**src/rtl/demux_scatter_n_if.sv**
```systemverilog
// Bundle of handshake and data signals for the 1-to-N scatter demux.
//   master : the beat producer and frame consumer (drives beats, clear, consume)
//   slave  : the demux (drives in_ready, the frame outputs, sel_err)
//   mode_seq/select/in_data/in_valid/in_ready : input beat handshake and routing
//   clear/out_consume                         : frame abort / frame taken
//   out_data/out_valid/frame_full/sel_err     : frame outputs toward the array
interface demux_scatter_n_if #(
    parameter int NUM_CHANNELS = 32,
    parameter int SELECT_WIDTH = $clog2(NUM_CHANNELS),
    parameter int DATA_WIDTH   = 16
);
    logic                               mode_seq;
    logic [SELECT_WIDTH-1:0]            select;
    logic [DATA_WIDTH-1:0]              in_data;
    logic                               in_valid;
    logic                               in_ready;
    logic                               clear;
    logic                               out_consume;
    logic [NUM_CHANNELS*DATA_WIDTH-1:0] out_data;
    logic [NUM_CHANNELS-1:0]            out_valid;
    logic                               frame_full;
    logic                               sel_err;

    modport master (
        output mode_seq, select, in_data, in_valid, clear, out_consume,
        input  in_ready, out_data, out_valid, frame_full, sel_err
    );

    modport slave (
        input  mode_seq, select, in_data, in_valid, clear, out_consume,
        output in_ready, out_data, out_valid, frame_full, sel_err
    );
endinterface

```
**src/rtl/demux_scatter_n.sv**
```systemverilog
// Registered 1-to-N scatter demux. Each accepted beat is written into one
// per-channel holding register, chosen either by select (addressed mode) or by
// an auto-incrementing pointer (sequential mode). Once every channel is loaded
// the frame is held (in_ready low) until the array consumes it or it is cleared.
//   clk  : rising-edge clock
//   rst  : asynchronous active-high reset
//   bus  : demux_scatter_n_if.slave (beat handshake in, frame out)

// One channel holding register plus its loaded flag.
//   wr_i      : store data_i this edge (wins over clr_i, so a beat landing on
//               a consume edge leaves the channel loaded)
//   clr_i     : drop the loaded flag; data is kept
//   vld_nxt_o : next-state of the loaded flag, used for frame-full detection
module demux_scatter_lane #(
    parameter int DATA_WIDTH = 16
) (
    input  logic                  clk,
    input  logic                  rst,
    input  logic                  wr_i,
    input  logic                  clr_i,
    input  logic [DATA_WIDTH-1:0] data_i,
    output logic [DATA_WIDTH-1:0] data_o,
    output logic                  vld_o,
    output logic                  vld_nxt_o
);
    logic [DATA_WIDTH-1:0] data_q, data_d;
    logic                  vld_q, vld_d;

    always_comb begin
        data_d = wr_i ? data_i : data_q;
        vld_d  = wr_i | (vld_q & ~clr_i);
    end

    always_ff @(posedge clk or posedge rst) begin
        if (rst) begin
            data_q <= '0;
            vld_q  <= 1'b0;
        end else begin
            data_q <= data_d;
            vld_q  <= vld_d;
        end
    end

    assign data_o    = data_q;
    assign vld_o     = vld_q;
    assign vld_nxt_o = vld_d;
endmodule

module demux_scatter_n #(
    parameter int NUM_CHANNELS = 32,
    parameter int SELECT_WIDTH = $clog2(NUM_CHANNELS),
    parameter int DATA_WIDTH   = 16
) (
    input  logic                clk,
    input  logic                rst,
    demux_scatter_n_if.slave    bus
);
    localparam logic [SELECT_WIDTH:0]   NUM_CH_W = (SELECT_WIDTH+1)'(NUM_CHANNELS);
    localparam logic [SELECT_WIDTH-1:0] PTR_LAST = SELECT_WIDTH'(NUM_CHANNELS-1);

    typedef enum logic {FILL = 1'b0, FULL = 1'b1} state_t;

    state_t                   state_q, state_d;
    logic [SELECT_WIDTH-1:0]  ptr_q, ptr_d;
    logic                     sel_err_q, sel_err_d;

    logic                     flush, accept, beat, sel_bad;
    logic [SELECT_WIDTH-1:0]  ptr_base, chan;
    logic [NUM_CHANNELS-1:0]  wr_vec, vld_w, vld_nxt;
    logic [NUM_CHANNELS-1:0][DATA_WIDTH-1:0] data_w;

    // consume and clear both empty the frame; clear additionally kills the beat
    assign flush   = bus.clear | bus.out_consume;
    assign accept  = bus.in_valid & (state_q == FILL);
    assign beat    = accept & ~bus.clear;
    // a beat on a consume edge is applied after the pointer reset
    assign ptr_base = bus.out_consume ? '0 : ptr_q;
    assign chan     = bus.mode_seq ? ptr_base : bus.select;
    assign sel_bad  = ~bus.mode_seq & ({1'b0, bus.select} >= NUM_CH_W);

    genvar i;
    generate
        for (i = 0; i < NUM_CHANNELS; i++) begin : g_lane
            localparam logic [SELECT_WIDTH-1:0] IDX = SELECT_WIDTH'(i);
            assign wr_vec[i] = beat & ~sel_bad & (chan == IDX);
            demux_scatter_lane #(.DATA_WIDTH(DATA_WIDTH)) u_lane (
                .clk       (clk),
                .rst       (rst),
                .wr_i      (wr_vec[i]),
                .clr_i     (flush),
                .data_i    (bus.in_data),
                .data_o    (data_w[i]),
                .vld_o     (vld_w[i]),
                .vld_nxt_o (vld_nxt[i])
            );
        end
    endgenerate

    always_comb begin
        ptr_d     = ptr_q;
        sel_err_d = beat & sel_bad;
        state_d   = state_q;
        if (flush)
            ptr_d = '0;
        if (beat & bus.mode_seq)
            ptr_d = (ptr_base == PTR_LAST) ? '0 : ptr_base + SELECT_WIDTH'(1);
        case (state_q)
            FILL:    if (&vld_nxt) state_d = FULL;
            FULL:    if (flush)    state_d = FILL;
            default: state_d = FILL;
        endcase
    end

    always_ff @(posedge clk or posedge rst) begin
        if (rst) begin
            state_q   <= FILL;
            ptr_q     <= '0;
            sel_err_q <= 1'b0;
        end else begin
            state_q   <= state_d;
            ptr_q     <= ptr_d;
            sel_err_q <= sel_err_d;
        end
    end

    assign bus.out_data   = data_w;
    assign bus.out_valid  = vld_w;
    assign bus.in_ready   = (state_q == FILL);
    assign bus.frame_full = (state_q == FULL);
    assign bus.sel_err    = sel_err_q;
endmodule

```
**src/flat_wrapper.sv**
```systemverilog
// flat-port wrapper written by rule: the top's interface ports become plain ports
module demux_scatter_n_flat 
#(
    parameter int NUM_CHANNELS = 32,
    parameter int SELECT_WIDTH = $clog2(NUM_CHANNELS),
    parameter int DATA_WIDTH   = 16
)
  (clk, rst, bus_mode_seq, bus_select, bus_in_data, bus_in_valid, bus_clear, bus_out_consume, bus_in_ready, bus_out_data, bus_out_valid, bus_frame_full, bus_sel_err);
  demux_scatter_n_if #(.NUM_CHANNELS(NUM_CHANNELS), .SELECT_WIDTH(SELECT_WIDTH), .DATA_WIDTH(DATA_WIDTH)) bus_i ();
  input  logic clk;
  input  logic rst;
  input wire logic [$bits(bus_i.mode_seq)-1:0] bus_mode_seq;
  input wire logic [$bits(bus_i.select)-1:0] bus_select;
  input wire logic [$bits(bus_i.in_data)-1:0] bus_in_data;
  input wire logic [$bits(bus_i.in_valid)-1:0] bus_in_valid;
  input wire logic [$bits(bus_i.clear)-1:0] bus_clear;
  input wire logic [$bits(bus_i.out_consume)-1:0] bus_out_consume;
  output wire logic [$bits(bus_i.in_ready)-1:0] bus_in_ready;
  output wire logic [$bits(bus_i.out_data)-1:0] bus_out_data;
  output wire logic [$bits(bus_i.out_valid)-1:0] bus_out_valid;
  output wire logic [$bits(bus_i.frame_full)-1:0] bus_frame_full;
  output wire logic [$bits(bus_i.sel_err)-1:0] bus_sel_err;
  assign bus_i.mode_seq = bus_mode_seq;
  assign bus_i.select = bus_select;
  assign bus_i.in_data = bus_in_data;
  assign bus_i.in_valid = bus_in_valid;
  assign bus_i.clear = bus_clear;
  assign bus_i.out_consume = bus_out_consume;
  assign bus_in_ready = bus_i.in_ready;
  assign bus_out_data = bus_i.out_data;
  assign bus_out_valid = bus_i.out_valid;
  assign bus_frame_full = bus_i.frame_full;
  assign bus_sel_err = bus_i.sel_err;
  demux_scatter_n #(.NUM_CHANNELS(NUM_CHANNELS), .SELECT_WIDTH(SELECT_WIDTH), .DATA_WIDTH(DATA_WIDTH)) u_core (.clk(clk), .rst(rst), .bus(bus_i));
endmodule
```
**config.mk**
```make
export PLATFORM = sky130hd
export DESIGN_NAME = demux_scatter_n_flat
export DESIGN_NICKNAME = d
export VERILOG_FILES = /design/src/rtl/demux_scatter_n_if.sv /design/src/rtl/demux_scatter_n.sv /design/src/flat_wrapper.sv
export SDC_FILE = /design/constraint.sdc
export NUM_CORES = 1
export LEC_CHECK = 0
export BUFFER_PORTS_ARGS = -buffer_cell sky130_fd_sc_hd__buf_2
export CORE_MARGIN = 4
export CORE_UTILIZATION = 45
export CTS_BUF_LIST = sky130_fd_sc_hd__clkbuf_8
export DETAILED_ROUTE_END_ITERATION = 6
export GPL_ROUTABILITY_DRIVEN = 0
export GPL_TIMING_DRIVEN = 1
export HOLD_SLACK_MARGIN = 0.06
export PLACE_DENSITY = 0.78
export SETUP_SLACK_MARGIN = 0.1
export SLEW_MARGIN = 0
export SYNTH_ARGS = -nofsm -noshare
export SYNTH_HDL_FRONTEND = slang
export SYNTH_SLANG_ARGS = --single-unit
```
**constraint.sdc**
```tcl
create_clock -name clk -period 32.2 [get_ports clk]
set_input_delay 1.61 -clock clk [delete_from_list [all_inputs] [get_ports clk]]
set_output_delay 1.61 -clock clk [all_outputs]
set_load 0.02 [all_outputs]
```
==> flow_summary.json, run 1 <==
{
  "status": "finished, final reports clean",
  "ant_nets": 0,
  "critical_path.top_delay_family": "simple AND/OR/NAND/NOR gates",
  "synth_fp_nets": 1410,
  "die_h_um": 226,
  "insertion_delay_ns": 0.66,
  "grt_pass1_vias": 15000,
  "period_needed_ns": 4.06,
  "root_buffer": "clkbuf_8",
  "synthArstFlopShare_pct": 100,
  "fillCellCount": 3782,
  "hold_class": "reg2reg",
  "fin_nets": 1948,
  "netlist_instances": 1382,
  "drive_gt1_share_pct": 62.7,
  "critPathSlowestCell": "nor3_4",
  "required_ns": 32.77,
  "clkTransAtPathRegs_ns": 0.06,
  "syn_area_um2": 21400,
  "rsz0062_at_grt": "false",
  "pre_cts_ws_ns": 27.46,
  "multi_input_area_um2": 6860,
  "arrival_ns": 4.63,
  "synth-seq-cells": 550,
  "hold_ws_ns": 0.480,
  "ys_types": 54,
  "postCtsResizedCells": 0,
  "viasPerCell": 5.36,
  "grt_pass1_wl_um": 95800,
  "muxShareOfSynthArea_pct": 26.9,
  "num_rows": 79,
  "synth_adder_area_share_pct": 0.0584,
  "report.final.slew_viol_count": 0,
  "drv_cap": 0,
  "antenna_found_initial": 4,
  "max_stage_delay_ns": 0.76,
  "critPathMaxFanout": 18,
  "setup_slack_ns": 28.14,
  "worst_slew_pin_slew_ns": 1.17,
  "cts_buffers": 91,
  "fin_util_pct": 56.3,
  "fin_worst_skew_ns": 0.0261,
  "switching_power_uw": 506,
  "critPathLaunchType": "input port",
  "cts_setup_buffers": 0,
  "wl_per_cell_um": 25.3,
  "hold_viol": 0,
  "synth_area_per_cell_um2": 15.5,
  "yosys.area_share.simple_pct": 2.71,
  "max_freq_mhz": 246,
  "synth_top_family_by_area": "multiplexers",
  "slew_headroom_pct": 21.7,
  "ir_worst_vdd_uv": 61.9,
  "port_buffers": 572,
  "overflow": 0,
  "crit_chain": "buf_2 -> or3b_1 -> nor3_4 -> nand3_2 -> a2111oi_2 -> o2111ai_1 -> o31ai_2",
  "swShare_pct": 29.5,
  "synth-compound-area-share_pct": 2.22,
  "fp.dieW_um": 226,
  "power.density_nw_per_um2": 65.1,
  "cts_buffer_depth": 3,
  "remaining_drc_errors": 0,
  "coreArea_um2": 46800,
  "hpwlAfterDp_um": 45000,
  "grt_util_all_layers_pct": 25.0,
  "num_vias": 14000,
  "cts_tree": "built",
  "synth-seq-area-share_pct": 64.3,
  "critPathKind": "in2reg",
  "io_pins": 574,
  "cts-htree-levels": 3,
  "p_comb_share_pct": 16.8,
  "wl_um": 66000,
  "drt_first_pass_iters": 5,
  "fin_crit_sh_pct": 12.6,
  "grt_max_degree": 122,
  "end_kind": "flip-flop",
  "path_buf_inv": 1,
  "clock-sinks": 550,
  "fin_setup_tns_ns": 0,
  "power_mw": 1.72,
  "p_leak_nw": 14.8,
  "register_area_um2": 13800,
  "clkPwrFrac_pct": 36.6,
  "seqPwrFrac_pct": 46.6,
  "drt-initial-drc-count": 839,
  "die_area_um2": 51100,
  "start_util_pct": 45.8,
  "yosysWarnings": 0,
  "p_int_mw": 1.21,
  "synth-edff-count": 0,
  "area_growth_pct": 23.0,
  "setup_violations": 0,
  "synth_ff_type": "dfrtp_1",
  "postCtsHoldBufs": 0,
  "synth_xor_area_share_pct": 0.0818
}
## cell usage after synthesis (3+ instances only)
library cell | n | area [um2]
nand3_2 | 8 | 80.1
a32oi_1 | 8 | 70.1
o21ai_0 | 3 | 15.0
dfrtp_1 | 550 | 13800
a21o_1 | 6 | 45.0
nor2_2 | 3 | 18.8
a22oi_1 | 6 | 45.0
mux2_1 | 8 | 90.1
buf_1 | 8 | 30.0
mux2_2 | 504 | 5680
nor2_1 | 10 | 37.5
nand2b_1 | 4 | 25.0
and2_1 | 4 | 25.0
nand2_1 | 37 | 139
nor2b_1 | 5 | 31.3
a2111oi_2 | 4 | 60.1
buf_4 | 33 | 248
nand3_1 | 9 | 45.0
and3_1 | 7 | 43.8
a31oi_1 | 5 | 31.3
buf_2 | 37 | 185
inv_1 | 22 | 82.6
a2bb2oi_1 | 3 | 26.3
clkbuf_1 | 59 | 221
## per-layer routing
metal,routed length (um),GRT usage [%]
met1,26100,30.4
met2,33200,42.5
met3,4340,7.16
met4,2420,9.45
met5,0,0
## cell families after synthesis
family | Yosys count
muxes | 512
DFF | 550
and+or+nand+nor | 102
buffers and inverters | 161
xor gates and xnor gates | 2
other | 1
AOI/OAI and AO/OA | 53
adders and majority gates | 1
## power by group through the flow
stage | registers [mW] | clock network, mW | logic (mW)
floorplan | 0.895 | 0 | 0.0849
global placement | 0.805 | 0 | 0.285
detailed placement | 0.810 | 0 | 0.291
CTS | 0.799 | 0.642 | 0.292
global route | 0.806 | 0.669 | 0.304
finish | 0.799 | 0.629 | 0.288
## through the flow
step / instances / area [um2]
after floorplan: 1382 / 21400
final: 2605 / 26300
after global placement: 2434 / 24400
after global routing: 2604 / 26300
after CTS: 2600 / 26300
after detailed placement: 2434 / 24400
## cells in the final DEF (no fill, tap or decap), types with 2 or more instances in the layout
cell type	instances
and3_1	7
a2111oi_2	4
nand4_1	2
o21ai_0	3
buf_4	12
clkinvlp_4	7
nand2b_1	4
nor2_1	8
a2bb2oi_1	3
o22ai_1	2
a31oi_1	5
nor2b_1	5
diode_2	5
nor3b_1	2
clkbuf_8	115
a22oi_1	6
bufinv_16	3
clkinv_2	10
nand3_1	9
o22a_1	2
nand2_1	37
mux2_1	8
or3b_1	2
inv_1	51
buf_2	572
nor2_2	5
nand4b_1	2
a21oi_1	2
mux2_2	504
xor2_1	2
and2_1	4
a32oi_1	8
nand3_2	8
a21o_1	6
dfrtp_1	550
## state kept, by name (all words and copies together), names as in the netlist
| signal | count |
|---|---|
| u_core.bus.frame_full | 1 |
| u_core.g_lane.u_lane.data_o | 512 |
| u_core.g_lane.u_lane.vld_o | 32 |
| u_core.ptr_q | 5 |
## final cells by class
class | count | share of cell area, %
Antenna cell | 5 | 0.0475
Clock buffer | 115 | 6.01
Clock inverter | 51 | 1.19
Inverter | 22 | 0.342
Multi-Input combinational cell | 671 | 26.0
Sequential cell | 550 | 52.3
Tap cell | 607 | 2.88
Timing Repair Buffer | 584 | 11.2
## final timing paths
kind                                                     from                            endpoint  slack [ns]  depth (start not counted)
setup / recovery                                    bus_clear               u_core.bus.frame_full       28.14                          7
hold / removal             u_core.g_lane[20].u_lane.data_o[7]  u_core.g_lane[20].u_lane.data_o[7]        0.48                          1
setup reg to reg                        u_core.bus.frame_full               u_core.bus.frame_full       28.70                          6
min in group asynchronous                                 rst   u_core.g_lane[4].u_lane.data_o[0]        1.12                          2
max in group asynchronous                                 rst  u_core.g_lane[1].u_lane.data_o[12]       28.65                          4
hold reg to reg            u_core.g_lane[20].u_lane.data_o[7]  u_core.g_lane[20].u_lane.data_o[7]        0.48                          1
Note: power is estimated with default switching activity, not from simulation.
==> run 2: changes to the inputs <==
- clock period: 32.2 -> 4.15 ns (I/O delays scaled with it)
==> flow_summary.json, run 2 (synthesis gave the netlist of run 1 again) <==
{
  "use_met1_pct": 30.6,
  "fin_nets": 1968,
  "status": "finished, final reports clean",
  "swShare_pct": 28.7,
  "drive_gt1_share_pct": 63.4,
  "critPathKind": "reg2reg",
  "setup_slack_ns": 0.703,
  "ir_worst_vdd_uv": 388,
  "arrival_ns": 4.03,
  "max_freq_mhz": 290,
  "critPathSlowestCell": "nor3_4",
  "drt-initial-drc-count": 668,
  "layout_common_cells": "572 x buf_2, 550 x dfrtp_1, 504 x mux2_2, 125 x clkbuf_8, 39 x inv_1",
  "grt_busiest_layer": "met2",
  "cts_buffer_depth": 3,
  "ant_nets": 0,
  "overflow": 0,
  "stdcell_area_um2": 26700,
  "crit_chain": "or3b_1 -> nor3_4 -> nand3_2 -> a2111oi_2 -> o2111ai_1 -> o31ai_2",
  "coreArea_um2": 46800,
  "cts_buffers": 89,
  "clkTransAtPathRegs_ns": 0.06,
  "wl_per_cell_um": 24.9,
  "grt_max_degree": 138,
  "rsz0062_at_grt": "false",
  "max_stage_delay_ns": 0.75,
  "fp.dieW_um": 226,
  "seqPwrFrac_pct": 45.3,
  "setup_violations": 0,
  "met2_usage_pct": 41.4,
  "fin_worst_skew_ns": 0.0229,
  "p_leak_nw": 14.9,
  "cts-htree-levels": 3,
  "place_area_um2": 24600,
  "die_area_um2": 51100,
  "path_buf_inv": 0,
  "area_growth_pct": 24.9,
  "worstRegToRegCells": 6,
  "insertion_delay_ns": 0.69,
  "clkPwrFrac_pct": 38.4,
  "layout_commonest_cell": "buf_2",
  "hold_class": "in2async",
  "drv_cap": 0,
  "cts_setup_buffers": 0,
  "grt_pass1_wl_um": 95500,
  "antenna_found_initial": 6,
  "wl_um": 65500,
  "regToRegSetupSlack_ns": 0.70,
  "hpwlAfterDp_um": 45600,
  "critical_path.top_delay_family": "simple AND/OR/NAND/NOR gates",
  "grt_pass1_vias": 14900,
  "critPathMaxFanout": 18,
  "end_kind": "flip-flop",
  "die_h_um": 226,
  "root_buffer": "clkbuf_8",
  "slew_headroom_pct": 26.0,
  "period_needed_ns": 3.45,
  "grt_util_all_layers_pct": 25.1,
  "num_vias": 13900,
  "postCtsResizedCells": 0,
  "register_area_um2": 13800,
  "grt_use_met3_pct": 8.10,
  "fillCellCount": 3713,
  "postCtsHoldBufs": 5,
  "clock-sinks": 550,
  "switching_power_mw": 3.93,
  "viasPerCell": 5.30,
  "start_util_pct": 45.8,
  "io_pins": 574,
  "cp.depth": 6,
  "hold_viol": 0,
  "report.final.slew_viol_count": 0,
  "multi_input_area_um2": 6860,
  "p_int_mw": 9.77,
  "num_rows": 79,
  "fin_crit_sh_pct": 83.1,
  "required_ns": 4.73,
  "port_buffers": 572,
  "p_comb_share_pct": 16.3,
  "pre_cts_ws_ns": 0.736,
  "largest_reg_flops": 512,
  "worst_slew_pin_slew_ns": 1.11,
  "cts_tree": "built",
  "remaining_drc_errors": 0,
  "critPathLaunchType": "flip-flop",
  "drt_first_pass_iters": 5,
  "power.density_nw_per_um2": 512
}
-- run 2: changes by cell type in the layout (fill, tap and decap cells not counted), sizes merged --
cell,change
clkinvlp,-3
dlygate4sd3,+5
clkbuf,+10
inv,-11
buf,+17
bufinv,+3
diode,+2
-- run 2: layout make-up --
class,instances,area share [%]
well taps,607,2.84
flip-flops and latches,550,51.5
diodes,7,0.0655
multi-input cells,671,25.7
repair buffers,606,11.9
inverters,22,0.323
clock buffers,125,6.44
clock inverters,40,1.30
-- run 2: stage by stage --
step | std cells | hold WS [ns] | utilization, % | setup TNS (ns) | power (mW)
2_1_floorplan | 1382 | 0.359 | - | -1947.74 | 7.61
3_3_place_gp | 2451 | 0.418 | 52.6 | 0 | 8.46
3_5_place_dp | 2451 | 0.424 | 52.6 | 0 | 8.54
4_1_cts | 2621 | 0.205 | 57.1 | 0 | 13.8
5_1_grt | 2625 | 0.248 | 57.2 | 0 | 14.2
6_report | 2628 | 0.245 | 57.2 | 0 | 13.7
-- run 2: power groups by stage --
stage	clock [mW]	sequential, mW	combinational [mW]
4_1_cts	5.38	6.20	2.26
3_3_place_gp	0	6.25	2.21
5_1_grt	5.62	6.26	2.36
2_1_floorplan	0	6.95	0.659
3_5_place_dp	0	6.29	2.25
6_report	5.26	6.20	2.23
-- run 2: final timing paths --
check | startpoint | endpoint
worst max-delay path | u_core.bus.frame_full | u_core.bus.frame_full
worst min-delay path | rst | u_core.g_lane[30].u_lane.data_o[9]
worst max register to register | u_core.bus.frame_full | u_core.bus.frame_full
worst min register to register | u_core.g_lane[20].u_lane.data_o[8] | u_core.g_lane[20].u_lane.data_o[8]
max in group asynchronous | rst | u_core.g_lane[4].u_lane.data_o[1]
min in group clk | bus_in_data[1] | u_core.g_lane[30].u_lane.data_o[1]
-- run 2: tightest hold or removal path: cells and delay by family --
family                 cells  cell delay [ns]
buffers and inverters      3             1.23
-- run 2: metal layers --
metal / share of wire [%] / vias up
li1: - / 5948
met1: 39 / 7298
met2: 49 / 540
met3: 7.8 / 146
met4: 4.0 / 0
met5: 0 / -
